===== src/rtl/pipeline_job_driver.sv =====
// pipeline_job_driver
//   Feeds tagged bot jobs into the permutation pipeline and collects its
//   results. The job tag travels through a tag FIFO, is re-attached to each
//   result in issue order, and the result goes out on a valid/ready stream.
//   The shared top vector is only replaced once the pipeline has drained.
//
// Optional feature (macro PCOEFF_ACCUMULATE_EN): adds acc_sum / acc_count,
//   running totals of delivered results, cleared on reset and on top reload.
//
// Ports
//   clk, rst                      clock, synchronous active-low reset
//   top_in, top_load, top_load_done, top
//                                 top replacement request / ack / current top
//   job_bot, job_tag, job_valid, job_ready
//                                 upstream job stream
//   pipe_bot, pipe_write_bot, pipe_ready_for_input_bot
//                                 pipeline bot input side
//   pipe_grab_results, pipe_results_available, pipe_pcoeff_sum,
//   pipe_pcoeff_count, pipe_ecc_status
//                                 pipeline output register side
//   res_valid, res_ready, res_tag, res_pcoeff_sum, res_pcoeff_count, res_ecc
//                                 tagged result stream
//   outstanding, ecc_error_count, underflow_err
//                                 status
//   acc_sum, acc_count            (PCOEFF_ACCUMULATE_EN only) running totals
//
// state | meaning
// IDLE  | no jobs outstanding; jobs or a top reload may start
// RUN   | jobs in flight; new jobs still accepted
// FLUSH | top reload pending; no new jobs, waiting for the pipe to drain
// LOAD  | single cycle: latch top_in, pulse top_load_done

module pipeline_job_driver #(
  parameter int TAG_WIDTH       = 16,
  parameter int MAX_OUTSTANDING = 32
) (
  input  logic                                 clk,
  input  logic                                 rst,
  input  logic [127:0]                         top_in,
  input  logic                                 top_load,
  output logic                                 top_load_done,
  output logic [127:0]                         top,
  input  logic [127:0]                         job_bot,
  input  logic [TAG_WIDTH-1:0]                 job_tag,
  input  logic                                 job_valid,
  output logic                                 job_ready,
  output logic [127:0]                         pipe_bot,
  output logic                                 pipe_write_bot,
  input  logic                                 pipe_ready_for_input_bot,
  output logic                                 pipe_grab_results,
  input  logic                                 pipe_results_available,
  input  logic [47:0]                          pipe_pcoeff_sum,
  input  logic [12:0]                          pipe_pcoeff_count,
  input  logic                                 pipe_ecc_status,
  output logic                                 res_valid,
  input  logic                                 res_ready,
  output logic [TAG_WIDTH-1:0]                 res_tag,
  output logic [47:0]                          res_pcoeff_sum,
  output logic [12:0]                          res_pcoeff_count,
  output logic                                 res_ecc,
  output logic [$clog2(MAX_OUTSTANDING):0]     outstanding,
  output logic [15:0]                          ecc_error_count,
`ifdef PCOEFF_ACCUMULATE_EN
  output logic [63:0]                          acc_sum,
  output logic [31:0]                          acc_count,
`endif
  output logic                                 underflow_err
);

  localparam int PW = $clog2(MAX_OUTSTANDING);
  localparam int CW = PW + 1;

  localparam logic [1:0] S_IDLE  = 2'd0;
  localparam logic [1:0] S_RUN   = 2'd1;
  localparam logic [1:0] S_FLUSH = 2'd2;
  localparam logic [1:0] S_LOAD  = 2'd3;

  logic [1:0]           state_q, state_d;
  logic [127:0]         top_q;
  logic [TAG_WIDTH-1:0] tag_mem_q [MAX_OUTSTANDING];
  logic [PW-1:0]        wr_ptr_q, rd_ptr_q;
  logic [CW-1:0]        cnt_q, cnt_d;
  logic                 grabbed_q;
  logic                 res_valid_q;
  logic [TAG_WIDTH-1:0] res_tag_q;
  logic [47:0]          res_sum_q;
  logic [12:0]          res_cnt_q;
  logic                 res_ecc_q;
  logic [15:0]          ecc_cnt_q;
  logic                 underflow_q;

  logic accept, grab, pop, fifo_empty, res_hs;

  assign fifo_empty = (cnt_q == '0);

  assign job_ready = pipe_ready_for_input_bot
                   && (cnt_q < CW'(MAX_OUTSTANDING))
                   && ((state_q == S_IDLE) || (state_q == S_RUN))
                   && !top_load;

  assign accept         = job_valid && job_ready;
  assign pipe_write_bot = accept;
  assign pipe_bot       = job_bot;

  // grabbed_q spaces grabs so the pipeline register has a cycle to drop
  // its results_available flag before we look at it again.
  assign grab              = pipe_results_available && !res_valid_q && !grabbed_q;
  assign pipe_grab_results = grab;
  assign pop               = grab && !fifo_empty;
  assign res_hs            = res_valid_q && res_ready;

  always_comb begin
    cnt_d = cnt_q;
    case ({accept, pop})
      2'b10:   cnt_d = cnt_q + CW'(1);
      2'b01:   cnt_d = cnt_q - CW'(1);
      default: cnt_d = cnt_q;
    endcase
  end

  always_comb begin
    state_d = state_q;
    case (state_q)
      S_IDLE: begin
        if (top_load)    state_d = S_LOAD;
        else if (accept) state_d = S_RUN;
      end
      S_RUN: begin
        if (top_load)          state_d = S_FLUSH;
        else if (cnt_d == '0)  state_d = S_IDLE;
      end
      S_FLUSH: begin
        if (fifo_empty && !res_valid_q) state_d = S_LOAD;
      end
      S_LOAD:  state_d = S_IDLE;
      default: state_d = S_IDLE;
    endcase
  end

  // Tag storage carries no reset; occupancy is tracked by the pointers.
  always_ff @(posedge clk) begin
    if (accept) tag_mem_q[wr_ptr_q] <= job_tag;
  end

  always_ff @(posedge clk) begin
    if (!rst) begin
      state_q     <= S_IDLE;
      top_q       <= '0;
      wr_ptr_q    <= '0;
      rd_ptr_q    <= '0;
      cnt_q       <= '0;
      grabbed_q   <= 1'b0;
      res_valid_q <= 1'b0;
      res_tag_q   <= '0;
      res_sum_q   <= '0;
      res_cnt_q   <= '0;
      res_ecc_q   <= 1'b0;
      ecc_cnt_q   <= '0;
      underflow_q <= 1'b0;
    end else begin
      state_q   <= state_d;
      cnt_q     <= cnt_d;
      grabbed_q <= grab;
      if (state_q == S_LOAD) top_q <= top_in;
      if (accept) wr_ptr_q <= wr_ptr_q + PW'(1);
      if (pop)    rd_ptr_q <= rd_ptr_q + PW'(1);
      if (grab) begin
        res_valid_q <= 1'b1;
        res_sum_q   <= pipe_pcoeff_sum;
        res_cnt_q   <= pipe_pcoeff_count;
        res_ecc_q   <= pipe_ecc_status;
        if (fifo_empty) begin
          res_tag_q   <= '0;
          underflow_q <= 1'b1;
        end else begin
          res_tag_q   <= tag_mem_q[rd_ptr_q];
        end
      end else if (res_hs) begin
        res_valid_q <= 1'b0;
      end
      if (res_hs && res_ecc_q && (ecc_cnt_q != 16'hFFFF))
        ecc_cnt_q <= ecc_cnt_q + 16'd1;
    end
  end

`ifdef PCOEFF_ACCUMULATE_EN
  logic [63:0] acc_sum_q;
  logic [31:0] acc_cnt_q;

  always_ff @(posedge clk) begin
    if (!rst || (state_q == S_LOAD)) begin
      acc_sum_q <= '0;
      acc_cnt_q <= '0;
    end else if (res_hs) begin
      acc_sum_q <= acc_sum_q + {16'd0, res_sum_q};
      acc_cnt_q <= acc_cnt_q + 32'd1;
    end
  end

  assign acc_sum   = acc_sum_q;
  assign acc_count = acc_cnt_q;
`endif

  assign top_load_done    = (state_q == S_LOAD);
  assign top              = top_q;
  assign res_valid        = res_valid_q;
  assign res_tag          = res_tag_q;
  assign res_pcoeff_sum   = res_sum_q;
  assign res_pcoeff_count = res_cnt_q;
  assign res_ecc          = res_ecc_q;
  assign outstanding      = cnt_q;
  assign ecc_error_count  = ecc_cnt_q;
  assign underflow_err    = underflow_q;

endmodule


===== config.mk =====
export PLATFORM = sky130hd
export DESIGN_NAME = pipeline_job_driver
export DESIGN_NICKNAME = d
export VERILOG_FILES = /design/src/rtl/pipeline_job_driver.sv
export SDC_FILE = /design/constraint.sdc
export NUM_CORES = 1
export LEC_CHECK = 0
export CAP_MARGIN = 20
export CORE_UTILIZATION = 25
export DETAILED_ROUTE_END_ITERATION = 8
export PLACE_DENSITY = 0.42
export SLEW_MARGIN = 5
export SYNTH_ARGS = -nofsm -noshare
export SYNTH_HDL_FRONTEND = slang
export SYNTH_SLANG_ARGS = --single-unit

===== constraint.sdc =====
create_clock -name clk -period 4.2 [get_ports clk]
set_input_delay 0.84 -clock clk [delete_from_list [all_inputs] [get_ports clk]]
set_output_delay 0.84 -clock clk [all_outputs]
set_load 0.01 [all_outputs]

==> flow_summary.ini <==
[cells_and_area]
layout-drive-gt1-share_pct = 17.2
final.fill_count = 11703
area_growth_pct = 29.4
final_nets = 2727

[die]
core_area_sq_um = 119000
io_pins = 703
die_w_microns = 348
start_util_pct = 25.3
dieArea_sq_um = 121000
num_rows = 126
fp.dieH_microns = 348

[yosys]
ys_warn_count = 0
syn_inst = 2010
synth.net_count = 2360
synth_edf_count = 512
synthArstFlopShare_pct = 0
synthFlopType = edfxtp_1
avgSynthCellArea_sq_um = 14.9
ys_ff_latch = 760
ys_seq_area_share_pct = 67.8
synth_area_sq_um = 30000
ys_types = 52

[routing]
drt_iter0_drc = 1008
via_per_inst = 4.33
dr.pass1.iters = 4
drtAntennaViolNets = 0
drc = 0
wl_per_cell_microns = 21.9
vias = 17556
routed_wl_mm = 88.7

[sta]
timing.fmax_ghz = 0.268
finalCriticalPeriod_ps = 3720
tns_ps = 0
report.final.setup_viol = 0
tightestPinTransition_ps = 868
finalHoldViolations = 0
clock-skew-final_ps = 29.4
holdWs_ps = 452
rsz0062_at_grt = false
slew_viol_final = 0
fin_crit_sh_pct = 88.7
relSlewSlack_pct = 42.1

[power_and_ir_drop]
p_sw_share_pct = 22.9
clock_power_share_pct = 44.5
p_int_mw = 13.4
p_per_area_nw_per_um2 = 447
power_frac_seq_pct = 47.3
power.leakage_nw = 12.2
p_sw_mw = 3.97
pwr-share-comb_pct = 8.2
vdd.ir_drop.worst_uv = 322

[clocking]
cts_max_level = 3
cts_setup_buffers = 0
clkTransAtPathRegs_ps = 60
cts-buffers-inserted = 89
cts_resized = 0
clock_latency_ps = 650
clk_root_buffer_cell = clkbuf_16
cts_tree = done
clock_path_buffers = 3
cts_hold_buf = 0
cts_num_sinks = 760

[worst_setup_path]
crit_arrival_ps = 2880
crit_path_end_kind = primary output
critPathKind = primary input to primary output
path_max_fanout = 10
required_ps = 3360
critPathLaunchType = primary input

[status]
status = complete, no violations

[placed_design]
io_buffer_count = 446
gp_congestion = 0.802
dp_hpwl_mm = 62.7

[hold_path]
hold_path.class = flip-flop to flip-flop

[grt]
grt_pass1_wl_mm = 129
grt-ovfl-total = 0
grtUsageTotal_pct = 14.4
grt_max_degree = 216
antenna_found_initial = 7
first_global_vias = 18634

[flow_run]
drv_cap = 0
[worst max-delay path, cell delays in order]
cell and delay (ps):
clkdlybuf4s50_1 550, nor4b_1 360, and2_1 220, buf_4 200, clkdlybuf4s50_1 710
[power by group through the flow]
stage	clock [mW]	sequential [mW]	combinational, mW
floorplan	0	8.37	0.760
global placement	0	8.36	1.45
detailed placement	0	8.37	1.46
CTS	7.97	8.21	1.46
global route	8.24	8.22	1.55
finish	7.71	8.21	1.43
[synth_stat cells, types with 3 or more instances]
cell      instances  area [sq um]
o21ai_1          17          85.1
a21oi_1           4          20.0
and2_1           23           144
buf_2             3          15.0
o21a_1            3          22.5
nand3b_1          3          22.5
nand3_1          10          50.1
nand4_1           6          37.5
and3_1            3          18.8
o21ai_0           5          25.0
nand2b_1          4          25.0
a21boi_0        194          1460
ha_1              9           113
buf_4           139          1040
mux4_2          160          3600
xor2_1           11          96.3
and4_1            5          43.8
clkbuf_1         92           345
nor3_1            3          15.0
mux2i_1          21           210
buf_1             9          33.8
edfxtp_1        512         15400
nand2_1         414          1550
xnor2_1          14           123
nor4_1            4          25.0
dfxtp_1         248          4960
nor2b_1          13          81.3
nor2_1           36           135
or3_1             6          37.5
inv_1             9          33.8
[layout make-up]
type	count	area, sq um	share of cell area [%]
timing repair buffer	523	5210	13.4
tap	1600	2000	5.16
inverter	9	36.3	0.0935
clock inverter	36	330	0.851
antenna	5	12.5	0.0322
clock buffer	131	2630	6.76
sequential	760	20300	52.4
multi-input combinational	994	8250	21.3
[routing by layer]
layer,track usage (%),part of all wire [%],vias to the layer above,wire (microns)
li1,-,-,7989,-
met1,17.6,42,8833,36900
met2,23.5,47,554,42100
met3,5.35,8.4,176,7430
met4,4.68,2.5,4,2230
met5,0.400,0.071,-,63
[cells in the final DEF, fill, tap and decap left out, types with 7 or more instances in the layout]
cell type and instances:
a21boi_0 194, and2_1 23, buf_12 11, buf_4 64, clkbuf_1 23, clkbuf_16 94, clkbuf_8 13, clkdlybuf4s50_1 445
clkinv_2 16, dfxtp_1 244, edfxtp_1 512, ha_1 9, inv_1 7, mux2i_1 21, mux4_2 160, nand2_1 413
nand3_1 10, nor2_2 32, nor2b_1 13, o21ai_1 17, xnor2_1 14, xor2_1 11
[logic make-up after synthesis]
| kind of cell | Yosys count | share of synthesized area [%] |
|---|---|---|
| AND/OR/NAND/NOR | 544 | 7.71 |
| AO/OA/AOI/OAI | 235 | 5.69 |
| multiplexers | 181 | 12.7 |
| XOR/XNOR | 25 | 0.730 |
| adder cells (fa/ha/maj) | 9 | 0.375 |
| flip-flops | 760 | 67.8 |
| buffers and inverters | 256 | 5.01 |
[registers in the layout, indices dropped and copies added (netlist names), 2 cells and up, named ones only]
register          flops
rd_ptr_q              5
outstanding           6
res_tag              16
res_pcoeff_sum       48
res_pcoeff_count     13
tag_mem_q           512
ecc_error_count      16
wr_ptr_q              5
top                 128
state_q               2
[path summary, 6_finish.rpt]
kind	startpoint	endpoint	slack (ps)	depth (start not counted)
worst max-delay path	top_load	pipe_write_bot	480	5
worst min-delay path	res_tag[6]$_SDFFE_PN0P_	res_tag[6]$_SDFFE_PN0P_	450	2
worst max register to register	outstanding[1]$_SDFF_PN0_	state_q[0]$_SDFFE_PN0P_	1110	11
worst min register to register	res_tag[6]$_SDFFE_PN0P_	res_tag[6]$_SDFFE_PN0P_	450	2
[per-stage QoR]
step / cell area (sq um) / instances / setup slack [ps] / util [%] / power, mW
floorplan: 30000 / 2010 / 527 / - / 9.13
global placement: 35800 / 3883 / 310 / 30.2 / 9.81
detailed placement: 35800 / 3884 / 297 / 30.2 / 9.82
CTS: 38800 / 4051 / 343 / 32.7 / 17.6
global route: 38800 / 4057 / 324 / 32.7 / 18.0
finish: 38800 / 4058 / 476 / 32.7 / 17.3
No activity file was read; power rests on OpenSTA's default activity.
